--- src/rtl/gpr_dump_if.sv ---
// Valid/ready beat channel that carries one {index, value} pair per transfer
// from the dump engine to its consumer.
interface gpr_dump_if #(
  parameter int AW = 5,
  parameter int DW = 32
);
  logic          dump_valid;
  logic          dump_ready;
  logic [AW-1:0] dump_addr;
  logic [DW-1:0] dump_data;
  logic          dump_last;

  modport master (
    output dump_valid, dump_addr, dump_data, dump_last,
    input  dump_ready
  );

  modport slave (
    input  dump_valid, dump_addr, dump_data, dump_last,
    output dump_ready
  );
endinterface

--- src/rtl/gpr_dump.sv ---
// Debug read-out engine: freezes the CPU, walks a wrapping register index range
// through the register file read port and streams {index, value} beats out.
module gpr_dump #(
  parameter int NREG = 32,
  parameter int AW   = 5,
  parameter int DW   = 32
) (
  input  logic          clk,
  input  logic          rst,
  input  logic          start,
  input  logic [AW-1:0] first_reg,
  input  logic [AW-1:0] last_reg,
  output logic [AW-1:0] rd_addr,
  input  logic [DW-1:0] rd_data,
  gpr_dump_if.master    dump,
  output logic          busy,
  output logic          hold_cpu,
  output logic          done,
  output logic [DW-1:0] checksum
);

  typedef enum logic [1:0] {IDLE, LOAD, SEND, FIN} state_e;

  state_e        state_q;
  logic [AW-1:0] ptr_q, ptr_d;
  logic [AW-1:0] last_q;
  logic [AW-1:0] addr_q;
  logic [DW-1:0] data_q;
  logic [DW-1:0] csum_q;
  logic          valid_q, last_flag_q, busy_q, done_q;

  // Index wraps at NREG, which need not be a power of two.
  assign ptr_d = (ptr_q == AW'(NREG - 1)) ? '0 : ptr_q + 1'b1;

  // NOTE: one always_ff with non-blocking assignments owns every state bit; the
  // async reset branch clears them all so outputs drop the instant rst falls.
  always_ff @(posedge clk or negedge rst) begin
    if (!rst) begin
      state_q     <= IDLE;
      ptr_q       <= '0;
      last_q      <= '0;
      addr_q      <= '0;
      data_q      <= '0;
      csum_q      <= '0;
      valid_q     <= 1'b0;
      last_flag_q <= 1'b0;
      busy_q      <= 1'b0;
      done_q      <= 1'b0;
    end else begin
      done_q <= 1'b0;
      case (state_q)
        IDLE: begin
          if (start) begin
            ptr_q   <= first_reg;
            last_q  <= last_reg;
            csum_q  <= '0;
            busy_q  <= 1'b1;
            state_q <= LOAD;
          end
        end
        LOAD: begin
          data_q      <= rd_data;
          addr_q      <= ptr_q;
          last_flag_q <= (ptr_q == last_q);
          valid_q     <= 1'b1;
          state_q     <= SEND;
        end
        SEND: begin
          if (valid_q && dump.dump_ready) begin
            csum_q  <= csum_q ^ data_q;
            valid_q <= 1'b0;
            if (last_flag_q) begin
              done_q  <= 1'b1;
              state_q <= FIN;
            end else begin
              ptr_q   <= ptr_d;
              state_q <= LOAD;
            end
          end
        end
        FIN: begin
          busy_q  <= 1'b0;
          state_q <= IDLE;
        end
        default: state_q <= IDLE;
      endcase
    end
  end

  assign rd_addr         = ptr_q;
  assign dump.dump_valid = valid_q;
  assign dump.dump_addr  = addr_q;
  assign dump.dump_data  = data_q;
  assign dump.dump_last  = last_flag_q;
  assign busy            = busy_q;
  assign hold_cpu        = busy_q;
  assign done            = done_q;
  assign checksum        = csum_q;

endmodule

--- src/flat_wrapper.sv ---
// flat-port wrapper written by rule: the top's interface ports become plain ports
module gpr_dump_flat 
#(
  parameter int NREG = 32,
  parameter int AW   = 5,
  parameter int DW   = 32
)
  (clk, rst, start, first_reg, last_reg, rd_addr, rd_data, busy, hold_cpu, done, checksum, dump_dump_valid, dump_dump_addr, dump_dump_data, dump_dump_last, dump_dump_ready);
  gpr_dump_if #(.AW(AW), .DW(DW)) dump_i ();
  input  logic clk;
  input  logic rst;
  input  logic start;
  input  logic [AW-1:0] first_reg;
  input  logic [AW-1:0] last_reg;
  output logic [AW-1:0] rd_addr;
  input  logic [DW-1:0] rd_data;
  output logic busy;
  output logic hold_cpu;
  output logic done;
  output logic [DW-1:0] checksum;
  output wire logic [$bits(dump_i.dump_valid)-1:0] dump_dump_valid;
  output wire logic [$bits(dump_i.dump_addr)-1:0] dump_dump_addr;
  output wire logic [$bits(dump_i.dump_data)-1:0] dump_dump_data;
  output wire logic [$bits(dump_i.dump_last)-1:0] dump_dump_last;
  input wire logic [$bits(dump_i.dump_ready)-1:0] dump_dump_ready;
  assign dump_dump_valid = dump_i.dump_valid;
  assign dump_dump_addr = dump_i.dump_addr;
  assign dump_dump_data = dump_i.dump_data;
  assign dump_dump_last = dump_i.dump_last;
  assign dump_i.dump_ready = dump_dump_ready;
  gpr_dump #(.NREG(NREG), .AW(AW), .DW(DW)) u_core (.clk(clk), .rst(rst), .start(start), .first_reg(first_reg), .last_reg(last_reg), .rd_addr(rd_addr), .rd_data(rd_data), .dump(dump_i), .busy(busy), .hold_cpu(hold_cpu), .done(done), .checksum(checksum));
endmodule
--- config.mk ---
export PLATFORM = sky130hd
export DESIGN_NAME = gpr_dump_flat
export DESIGN_NICKNAME = d
export VERILOG_FILES = /design/src/rtl/gpr_dump_if.sv /design/src/rtl/gpr_dump.sv /design/src/flat_wrapper.sv
export SDC_FILE = /design/constraint.sdc
export NUM_CORES = 1
export LEC_CHECK = 0
export CAP_MARGIN = 20
export CORE_MARGIN = 3
export CORE_UTILIZATION = 40
export DETAILED_ROUTE_END_ITERATION = 6
export GPL_TIMING_DRIVEN = 0
export HOLD_SLACK_MARGIN = 0.1
export PLACE_DENSITY = 0.82
export SYNTH_ARGS = -nofsm -noshare
export SYNTH_HDL_FRONTEND = slang
export SYNTH_SLANG_ARGS = --single-unit
export TNS_END_PERCENT = 10
--- constraint.sdc ---
create_clock -name clk -period 1.72 [get_ports clk]
set_input_delay 0.258 -clock clk [delete_from_list [all_inputs] [get_ports clk]]
set_output_delay 0.258 -clock clk [all_outputs]
set_load 0.03 [all_outputs]
# Yosys cells after proc, flatten, opt, wreduce, memory -nomap -nowiden
# Cells that the tools add are included.
# totals
reg_bits	85
in_bits	46
output_inout_bits	79
word_cells	50
# op_classes
n_addsub	1
n_eq_ne	8
muxes	19
bitwise_logic	1
n_reduce_logical	11
# op_table
operator	count
$mux 32	2
$pmux 32 s2	1
$xor 32x32->32	1
$mux 5	4
$pmux 5 s2	1
$pmux 2 s4	1
$reduce_and 2->1	4
$mux 2	3
$reduce_bool 2->1	3
$add 5x1->5 const B	1
$eq 5x5->1	1
$eq 5x5->1 const B	1
$mux 1	5
$eq 2x2->1 const B	2
$ne 2x2->1 const B	2
$pmux 1 s2	2
$reduce_and 4->1	1
$reduce_and 3->1	1
$eq 2x1->1 const B	1
$logic_not 2->1	1
$ne 2x1->1 const B	1
$logic_and 1x1->1	1

# Longest topological paths before layout
# Gate-level depths: netlist of the first run.
# depth
word_depth	5
depth_mapped	7

# Worst setup path before layout of the first run
# Ideal clock, no wire load.
# synth_timing
path_kind	flip-flop to flip-flop
from	register u_core.ptr_q[0] (netlist: u_core.rd_addr[0])
to	register u_core.ptr_q[3] (netlist: u_core.rd_addr[3])
setup_ps	83
arrival_time_ps	1726
path_slack_ps	-88
path_stages_with_launch	7
period_less_slack_ps	1808
path_cell_list	dfrtp_1 -> ha_1 -> and3_1 -> ha_1 -> nand2b_1 -> o311a_1 -> o21ai_0
# synth_between
elab_chain_len	5
elab_cells_between_ends	6
cone_classes	1 x add/sub; 1 x eq/ne; 4 x mux
# synth_rtl
element	line_no	rtl
start, declared	gpr_dump.sv:25	logic [AW-1:0] ptr_q, ptr_d;
start signal, assigned	gpr_dump.sv:54	ptr_q <= first_reg;
start signal, assigned	gpr_dump.sv:76	ptr_q <= ptr_d;
$add 5x1->5 / $eq 5x5->1 (equally long branches)	gpr_dump.sv:33	assign ptr_d = (ptr_q == AW'(NREG - 1)) ? '0 : ptr_q + 1'b1;
$mux 5 (*)	gpr_dump.sv:33	
$mux 5 (*)	gpr_dump.sv:72	if (last_flag_q) begin
$mux 5 (*)	gpr_dump.sv:69	if (valid_q && dump.dump_ready) begin
$pmux 5 s2 (*)	gpr_dump.sv:51	case (state_q)
# Every way passes the cells marked *; elsewhere a longest branch is shown, timed or not. The select of a mux whose other input is x is not followed.
# A chain may end at the register's enable or synchronous reset.

# Worst setup path in the final report of the first run
# layout_timing
from	register u_core.data_q[1] (netlist: u_core.dump.dump_data[1])
to	output dump_dump_data[1]
# layout_lines
element	line_no	rtl
start, declared	gpr_dump.sv:28	logic [DW-1:0] data_q;
start signal, assigned	gpr_dump.sv:62	data_q <= rd_data;
end, declared	flat_wrapper.sv:23	output wire logic [$bits(dump_i.dump_data)-1:0] dump_dump_data;
# No word-level cell between the ends.

==> run metrics, run 1 <==
status completed; type of the worst setup path register to primary output; Overflow after GRT 0; Hold Startpoint rd_data[15]; Pleak between 0.002 and 0.003 uW; Longest Clk Path Bufs 2; Netlist cell types 36; final setup vio count 0; ANT nets after route 0; IO Count 125; period utilization 97.9%; Power per Cell Area between 2000 and 2500 mW/mm2; sequence of cells on the critical path clkdlybuf4s50_1; pre-CTS setup slack -0.118 ns; Avg Inst Size Synth slightly below 10 um2; largest net degree at the start of global routing 47; Max transition margin 63.3%; Crit-path slowest cell clkdlybuf4s50_1; WP buf/inv 1; Worst-Margin Slew approximately 0.55 ns; Die Wd 101 um; CP Capture Type primary output; highest clock rate 594 MHz; Detailed Route Iter0 Violations 50; Tot GR Track Use 18.3%; First-pass DRT Iterations 4; async set-reset flop share out of synthesis 100%; DIE AREA 0.0103 mm2; final HPWL from detailed placement roughly 6.6 mm; Skew-Pair Late Insertion Delay 0.35 ns; cts bufs inserted 9; Synth Register Bits between 80 and 90; Post-synth top cells nand2_1, dfrtp_1, nor2_1; Num Clock Sinks 85; gpl congestion roughly 0.76; clock root buffer clkbuf_8; final hold vios 0; area leader, netlist dfrtp_1; layout cells sized above 1 11.9%; Final #Nets ~550; die height 101 um; data arrival time of the critical path 1.43 ns; top cell type's share of synthesized area approximately three fifths; via count 2925; DR vias/cell between 4 and 5; Clock Pin Slew Worst Setup and Hold Paths 0.09 ns; Worst VDD drop 0.00100 V; Data required, critical path ~1.5 ns; max-slew violation count 0; worst flop-to-flop path endpoint u_core.rd_addr[3]$_DFFE_PN0P_; maxcap violations 0; crit start category register; top cells by area, synth dfrtp_1, nand2_1, xor2_1; Starting Density 41.4%; number of global-route vias before repair 3011; Syn-to-layout area delta 46.0%; Worst Skew between 0.01 and 0.015 ns; CTS tree yes; Rows 34; wire length per cell 14.8 um; initial antenna violation count 0; slowest stage delay, CP 0.70 ns; flop2flop setup slack 0.09 ns; Hold Crit Class input pin to register; sequential element share of the synthesized area 58.3%; hold_ws 0.423 ns; Synth Flop Type dfrtp_1; Post-synth EDFFs 0; Worst Hold End u_core.dump.dump_data[15]$_DFFE_PN0P_; cell with the most instances after synthesis nand2_1; Hold Path Depth 3; routed wire length 9.19 mm; mapped cell area 0.00365 mm2; Setup WS post-layout 0.0365 ns; first-pass GRT wire length around 15 mm; ant diodes 0; PortBufs 124; crit path max fanout 3; Reg2Reg Launch Point u_core.rd_addr[0]$_DFFE_PN0P_; Synth Instances 367; H-tree levels 3; Syn Nets 415; core area 0.00881 mm2; YS warnings 0; Post-route DRC 0; fin crit period 1.68 ns; R2R depth 6; CP top delay family buffers and inverters
-- sequential cells by signal, indices dropped and copies added, names as in the netlist --
name and flops:
u_core.state_q 2, u_core.dump.dump_data 32, u_core.dump.dump_last 1, u_core.dump.dump_valid 1, u_core.rd_addr 5, u_core.busy 1
u_core.last_q 5, u_core.checksum 32, u_core.dump.dump_addr 5, u_core.done 1
-- stage by stage --
step                      utilization [%]  power, uW  setup TNS (ns)  instances  instance area [um2]
after floorplan                         -       7210               0        367                 3650
after global placement               57.1       9560         -228.92        599                 5030
after detailed placement             57.4       9750           -3.54        600                 5050
after CTS                            59.6      11100         -0.0158        617                 5250
after global routing                 60.5      11700        -0.00308        619                 5320
final                                60.5      11000               0        619                 5320
-- per-layer routing --
layer / GRT usage [%] / vias to the layer above / routed length, um / part of all wire, %
li1: - / 1419 / - / -
met1: 23.6 / 1412 / 4130 / 45
met2: 30.6 / 84 / 4480 / 49
met3: 3.37 / 10 / 448 / 4.9
met4: 7.06 / 0 / 130 / 1.4
met5: 0 / - / 0 / 0
-- worst max path at each step --
stage | startpoint | endpoint | slack (ns) | depth (start not counted)
4_1_cts | u_core.rd_addr[0]$_DFFE_PN0P_ | u_core.rd_addr[3]$_DFFE_PN0P_ | -0.02 | 6
3_3_place_gp | rst | u_core.rd_addr[0]$_DFFE_PN0P_ | -2.96 | 1
3_5_place_dp | start | u_core.last_q[0]$_DFFE_PN0P_ | -0.12 | 4
6_report | u_core.dump.dump_data[1]$_DFFE_PN0P_ | dump_dump_data[1] | 0.04 | 1
5_1_grt | u_core.checksum[1]$_DFFE_PN0P_ | checksum[1] | -0.003 | 1
2_1_floorplan | u_core.rd_addr[0]$_DFFE_PN0P_ | u_core.rd_addr[3]$_DFFE_PN0P_ | 0.02 | 6
-- power by group --
group | total, uW | internal [uW] | switching (uW)
Sequential | 3700 | 2940 | 757
Combinational | 5870 | 2370 | 3500
Clock | 1420 | 675 | 741
Total | 11000 | 5990 | 5000
-- final cells by class --
class	count	area (um2)
sequential	85	2130
buffer	18	136
tap	108	135
fill	744	3480
timing repair buffer	128	1330
inverter	4	15.0
multi-input combinational	260	1380
clock buffer	9	124
clock inverter	7	75.1
-- layout by cell type, fill, tap and decap left out, types with 9 or more instances in the layout --
cell type        count
dlymetal6s2s_1      21
nand2_2             10
dfrtp_1             83
dlygate4sd2_1       12
nand2_1            137
clkbuf_8             9
nor2_1              37
clkdlybuf4s50_1     89
buf_2                9
xor2_1              34
-- repair_timing --
| item | 4_1_cts | 5_1_grt |
|---|---|---|
| hold endpoints to repair | 39 | 0 |
| endpoints found under the setup margin | 14 | 26 |
| gates resized for setup | 14 | 23 |
| buffers inserted | 0 | 2 |
| hold buffers | 1 | 0 |
-- cells by family after synthesis --
family	share of synthesized area, %
simple gates	22.4
flops	58.3
xor+xnor	8.89
buf+inv	4.15
compound gates	3.43
mux	2.09
fa+ha+maj	0.686
Note: power is estimated with default switching activity, not from simulation.
==> run 2, diff against run 1 <==
--- a/config.mk
+++ b/config.mk
@@ -12,6 +12,7 @@
 export GPL_TIMING_DRIVEN = 0
 export HOLD_SLACK_MARGIN = 0.1
 export PLACE_DENSITY = 0.82
+export REMOVE_ABC_BUFFERS = 1
 export SYNTH_ARGS = -nofsm -noshare
 export SYNTH_HDL_FRONTEND = slang
 export SYNTH_SLANG_ARGS = --single-unit
==> run metrics, run 2 (same netlist as run 1, synthesis figures left out) <==
max-slew violation count 0 (unchanged); CTS tree yes; Num Clock Sinks 85 (unchanged); clock share of power 12.6% (-0.3 points); number of global-route vias before repair 2974 (-1.2%); clock root buffer clkbuf_8; final setup vio count 4 (+4); DIE AREA 0.0103 mm2 (unchanged); Overflow after GRT 0 (unchanged); largest net degree at the start of global routing 53 (+13%); dpl cells 585 (-2.5%); core area 0.00881 mm2 (unchanged); status finished, violations left; type of the worst setup path register to register; fin crit period 1.76 ns (+0.0789 ns); slowest stage delay, CP 0.55 ns (-0.15 ns); IO Count 125 (unchanged); commonest cells after routing, fill and taps aside nand2_1, clkdlybuf4s50_1, dfrtp_1, nor2_1, xor2_1; layout cells sized above 1 10.5% (-1.5 points); CP top delay family flip-flops; crit path max fanout 15 (+12); data arrival time of the critical path 1.98 ns (+0.55 ns); WP buf/inv 1 (unchanged); Power per Cell Area 2090 mW/mm2 (+1.4%); Rows 34 (unchanged); Tot GR Track Use 18.2% (-0.083 points); Fillers 767 (+3.1%); Worst VDD drop 0.00119 V (+19%); Worst Skew 0.0138 ns (+0.00368 ns); R2R depth 3 (-3); Setup WS post-layout -0.0425 ns (-0.0789 ns); Crit-path slowest cell dfrtp_2; H-tree levels 3 (unchanged); Internal 5980 uW (-0.23%); via count 2896 (-0.99%); highest clock rate 567 MHz (-4.5%); switching share of total power 45.3% (-0.15 points); gpl congestion 0.791 (+3.5%); Pleak 0.00255 uW (-7.8%); sequence of cells on the critical path nor3b_2 > buf_4 > mux2_2; Detailed Route Iter0 Violations 96 (+92%); initial antenna violation count 0 (unchanged); cts bufs inserted 9 (unchanged); ANT nets after route 0 (unchanged); PortBufs 124 (unchanged); Starting Density 41.4% (unchanged); Final #Nets 541 (-2.3%); Power, Total 10900 uW (-0.51%); most common cell after layout, fill and taps aside nand2_1; Comb pwr share 52.6% (-0.8 points); Reg2Reg Launch Point u_core.state_q[1]$_DFFE_PN0P_; ant diodes 0 (unchanged); Hold Crit Class input pin to async pin; RSZ-0062 raised after global routing yes; register share of total power 34.9% (+1.2 points); Max transition margin 38.6% (-25 points); first-pass GRT wire length 14.6 mm (-1.3%); Skew-Pair Late Insertion Delay 0.34 ns (about the same); worst flop-to-flop path endpoint u_core.last_q[2]$_DFFE_PN0P_; Clock Pin Slew Worst Setup and Hold Paths 0.09 ns (about the same); DR vias/cell 4.79 (+1.5%); hold_ws 0.419 ns (-0.00338 ns); final core occ 59.3% (-1.2 points); failing checks setup timing; flop2flop setup slack -0.04 ns (-0.13 ns); Post-route DRC 0 (unchanged); crit start category register; CP Capture Type register; Finished Layout Cells 604 (-2.4%); Worst-Margin Slew 0.919 ns (+0.370 ns); wire length per cell 15.3 um (+3.1%); period utilization 102% (+4.6 points); final hold vios 0 (unchanged); Longest Clk Path Bufs 2 (unchanged); die height 101 um (unchanged); routed wire length 9.24 mm (+0.63%); maxcap violations 0 (unchanged); final HPWL from detailed placement 6.03 mm (-8.8%); First-pass DRT Iterations 4 (unchanged); switching power 4960 uW (-0.84%); Die Wd 101 um (unchanged); Syn-to-layout area delta 43.2%; Data required, critical path 1.94 ns (+0.48 ns)
[run 2: cell types whose count changed in the layout (fill, tap and decap cells not counted), sizes merged]
cell / previous run / this run
inv: 5 / 4
and4b: 1 / 2
dlymetal6s2s: 21 / 11
clkbuf: 11 / 10
clkdlybuf4s50: 89 / 104
clkinvlp: 3 / 2
clkinv: 2 / 1
buf: 21 / 8
dlygate4sd2: 12 / 8
[run 2: stage by stage]
stage	area, um2	setup slack [ns]	setup TNS (ns)
finish	5220	-0.0425	-0.134
CTS	5170	-0.0536	-0.267
global route	5220	-0.131	-2.91
floorplan	3510	-1.58	-51.63
global placement	4890	-3.47	-363.49
detailed placement	4950	-0.482	-18.59
[run 2: layer usage]
| layer | track usage, % | vias up | wire (um) |
|---|---|---|---|
| met2 | 30.5 | 100 | 4550 |
| met3 | 3.79 | 8 | 585 |
| met4 | 5.32 | 0 | 87 |
| li1 | - | 1393 | - |
| met5 | 0 | - | 0 |
| met1 | 23.9 | 1395 | 4020 |
[run 2: worst max-delay path by stage]
stage | end | from | slack, ns | depth (start not counted)
finish | u_core.last_q[2]$_DFFE_PN0P_ | u_core.state_q[1]$_DFFE_PN0P_ | -0.04 | 3
global route | u_core.last_q[0]$_DFFE_PN0P_ | u_core.state_q[1]$_DFFE_PN0P_ | -0.13 | 3
CTS | u_core.last_q[2]$_DFFE_PN0P_ | u_core.state_q[1]$_DFFE_PN0P_ | -0.05 | 3
detailed placement | u_core.checksum[20]$_DFFE_PN0P_ | dump_dump_ready | -0.48 | 5
global placement | u_core.last_q[3]$_DFFE_PN0P_ | start | -3.47 | 3
floorplan | u_core.last_q[0]$_DFFE_PN0P_ | u_core.state_q[1]$_DFFE_PN0P_ | -1.58 | 2
[run 2: repair_timing]
action / in CTS / in global routing
hold buffers: 1 / 0
buffers inserted: 0 / 3
pin swaps: 1 / 20
cloned: 1 / 0
endpoints found under the setup margin: 85 / 76
endpoints found under the hold margin: 33 / 0
gates resized for setup: 17 / 12
[run 2: worst reg2reg max path: cells and delay by family (launching register included)]
family,cells,cell delay [ns]
flops,1,0.55
simple gates,1,0.48
mux,1,0.35
buf+inv,1,0.27
[run 2: power groups by stage]
| stage | registers, uW | logic, uW | clock network (uW) |
|---|---|---|---|
| 6_report | 3810 | 5750 | 1370 |
| 5_1_grt | 3940 | 6190 | 1490 |
| 4_1_cts | 3840 | 5750 | 1420 |
| 3_5_place_dp | 3830 | 5750 | 0 |
| 3_3_place_gp | 3760 | 5520 | 0 |
| 2_1_floorplan | 5380 | 1630 | 0 |
[run 2: layout make-up]
| type | count | area (um2) | area share (%) |
|---|---|---|---|
| clock buffers | 10 | 138 | 2.64 |
| clock inverters | 4 | 50.0 | 0.959 |
| inverters | 4 | 15.0 | 0.288 |
| multi-input cells | 261 | 1410 | 26.9 |
| flip-flops and latches | 85 | 2130 | 40.8 |
| well taps | 108 | 135 | 2.59 |
| repair buffers | 132 | 1350 | 25.8 |
==> RTL change, RTL diff (settings of run 2) <==
`DW` is set to 32 in 3 places; all go to 48.
--- a/src/rtl/gpr_dump_if.sv
+++ b/src/rtl/gpr_dump_if.sv
@@ -3,5 +3,5 @@
 interface gpr_dump_if #(
   parameter int AW = 5,
-  parameter int DW = 32
+  parameter int DW = 48
 );
   logic          dump_valid;
--- a/src/rtl/gpr_dump.sv
+++ b/src/rtl/gpr_dump.sv
@@ -4,5 +4,5 @@
   parameter int NREG = 32,
   parameter int AW   = 5,
-  parameter int DW   = 32
+  parameter int DW   = 48
 ) (
   input  logic          clk,
--- a/src/flat_wrapper.sv
+++ b/src/flat_wrapper.sv
@@ -4,5 +4,5 @@
   parameter int NREG = 32,
   parameter int AW   = 5,
-  parameter int DW   = 32
+  parameter int DW   = 48
 )
   (clk, rst, start, first_reg, last_reg, rd_addr, rd_data, busy, hold_cpu, done, checksum, dump_dump_valid, dump_dump_addr, dump_dump_data, dump_dump_last, dump_dump_ready);
Interface: changed (resized checksum, dump_dump_data and rd_data); port bits go from 125 to 173. The function was not compared with the original's and may differ.
==> RTL change against run 2 <==
  * The run still ends with setup timing left
  * Synthesized area up 34%
  * Sequential cell count up 32
  * Sequential share of layout area down 0.69 points
  * Cell area up 40%
  * Global-route usage up 0.56 points
  * Combinational power up 26%
  * Total power up 43%
  * Wire length up 38%
  * Maximum frequency down 0.53%
  * Clock power up 130%
  * Worst setup slack worse by 9.5 ps
  * Critical path depth unchanged
  * Synthesized cell count up 37%
  * Critical endpoint is now u_core.last_q[0]
==> RTL change: results (changes against run 2) <==
| Metric | Value |
|---|---|
| Status | `finished with violations` |
| Failing checks | `setup timing` |
| Crit-path max FO | `23 (+8)` |
| Multi-input combinational area share | `24.98% (-1.9 points)` |
| Root buffer cell | `clkbuf_16` |
| Worst r2r dst | `u_core.last_q[0]` |
| Final Wtd Congestion | `0.8011 (+1.2%)` |
| Post-route cell area | `7303 um2 (+40%)` |
| Post-DP Area | `6759 um2 (+36%)` |
| Grt met1 use | `23.28% (-0.63 points)` |
| Worst VDD drop | `1.183 mV (-0.31%)` |
| First-pass GRT wire length | `20000 um (+37%)` |
| Worst hold path type | `primary input to register` |
| Routed wl met3 | `729 um (+25%)` |
| M1 WL | `5322 um (+32%)` |
| Pleak | `3.975 nW (+56%)` |
| Pre-CTS WS | `-293.1 ps (+189.4 ps)` |
| Final worst-path setup slack | `-51.94 ps (-9.477 ps)` |
| Slew Limit Headroom | `47.84% (+9.3 points)` |
| Synth top area share | `59.89% (+1.6 points)` |
| Most frequent cells after synthesis | `211 x nand2_1, 117 x dfrtp_1, 54 x nor2_1` |
| Inst Count DP | `799 (+37%)` |
| Setup Skew | `8.787 ps (-5.035 ps)` |
| TNS Setup | `-195.6 ps (-61.17 ps)` |
| Post-detail-place hpwl | `8778 um (+45%)` |
| Clk cell area share | `7.470% (+3.9 points)` |
| Core footprint | `11660 um2 (+32%)` |
| Clock transition at the registers of the reported paths | `60 ps (-30 ps)` |
| Largest net degree at the start of global routing | `61 (+15%)` |
| Non-filler cells, final | `833 (+38%)` |
| Sequential share of cell area | `40.14% (-0.69 points)` |
| CTS Buf Count | `17 (+8)` |
| Top area cells in the synthesized netlist | `dfrtp_1 60%, nand2_1 16%, xor2_1 9.0%, nor2_1 4.1%, buf_4 1.2%` |
| Htree depth | `4 (+1)` |
| Worst hold slack | `388.0 ps (-31.20 ps)` |
| Seq cells | `117 (+38%)` |
| Share of cells above drive strength 1 | `7.971% (-2.5 points)` |
| Internal | `0.008696 W (+45%)` |
| Final setup fails | `4 (unchanged)` |
| IO Port Bufs | `172 (+39%)` |
| Met2 WL | `6490 um (+43%)` |
| Post-synthesis cell type count | `32 (-11%)` |
| Via-to-Cell Ratio | `4.834 (+0.83%)` |
| Post-Route WL | `12750 um (+38%)` |
| Global Route met3 Usage | `4.560% (+0.77 points)` |
==> RTL change: changes by cell type after synthesis, moves of 3 or more <==
cell / before / now
buf_6: 5 / 2
nand2_2: 10 / 0
dfrtp_1: 85 / 117
buf_1: 0 / 3
nand2_1: 137 / 211
buf_4: 1 / 8
xor2_1: 34 / 50
nor2_1: 37 / 54
==> RTL change: kinds of logic (layout without fill, tap and decap cells) <==
group | after synthesis | count (layout) | synth area share [%]
AOI/OAI and AO/OA | 17 | 17 | 2.508
xor gates and xnor gates | 53 | 53 | 9.496
adders and majority gates | 2 | 2 | 0.5118
buffers and inverters | 29 | 215 | 3.788
DFF | 117 | 117 | 59.89
muxes | 7 | 7 | 1.561
and+or+nand+nor | 278 | 279 | 22.24
==> RTL change: worst min-delay path, stage by stage <==
cell and delay (ps):
clkdlybuf4s50_1 400, nand2_1 50, nand2_1 40
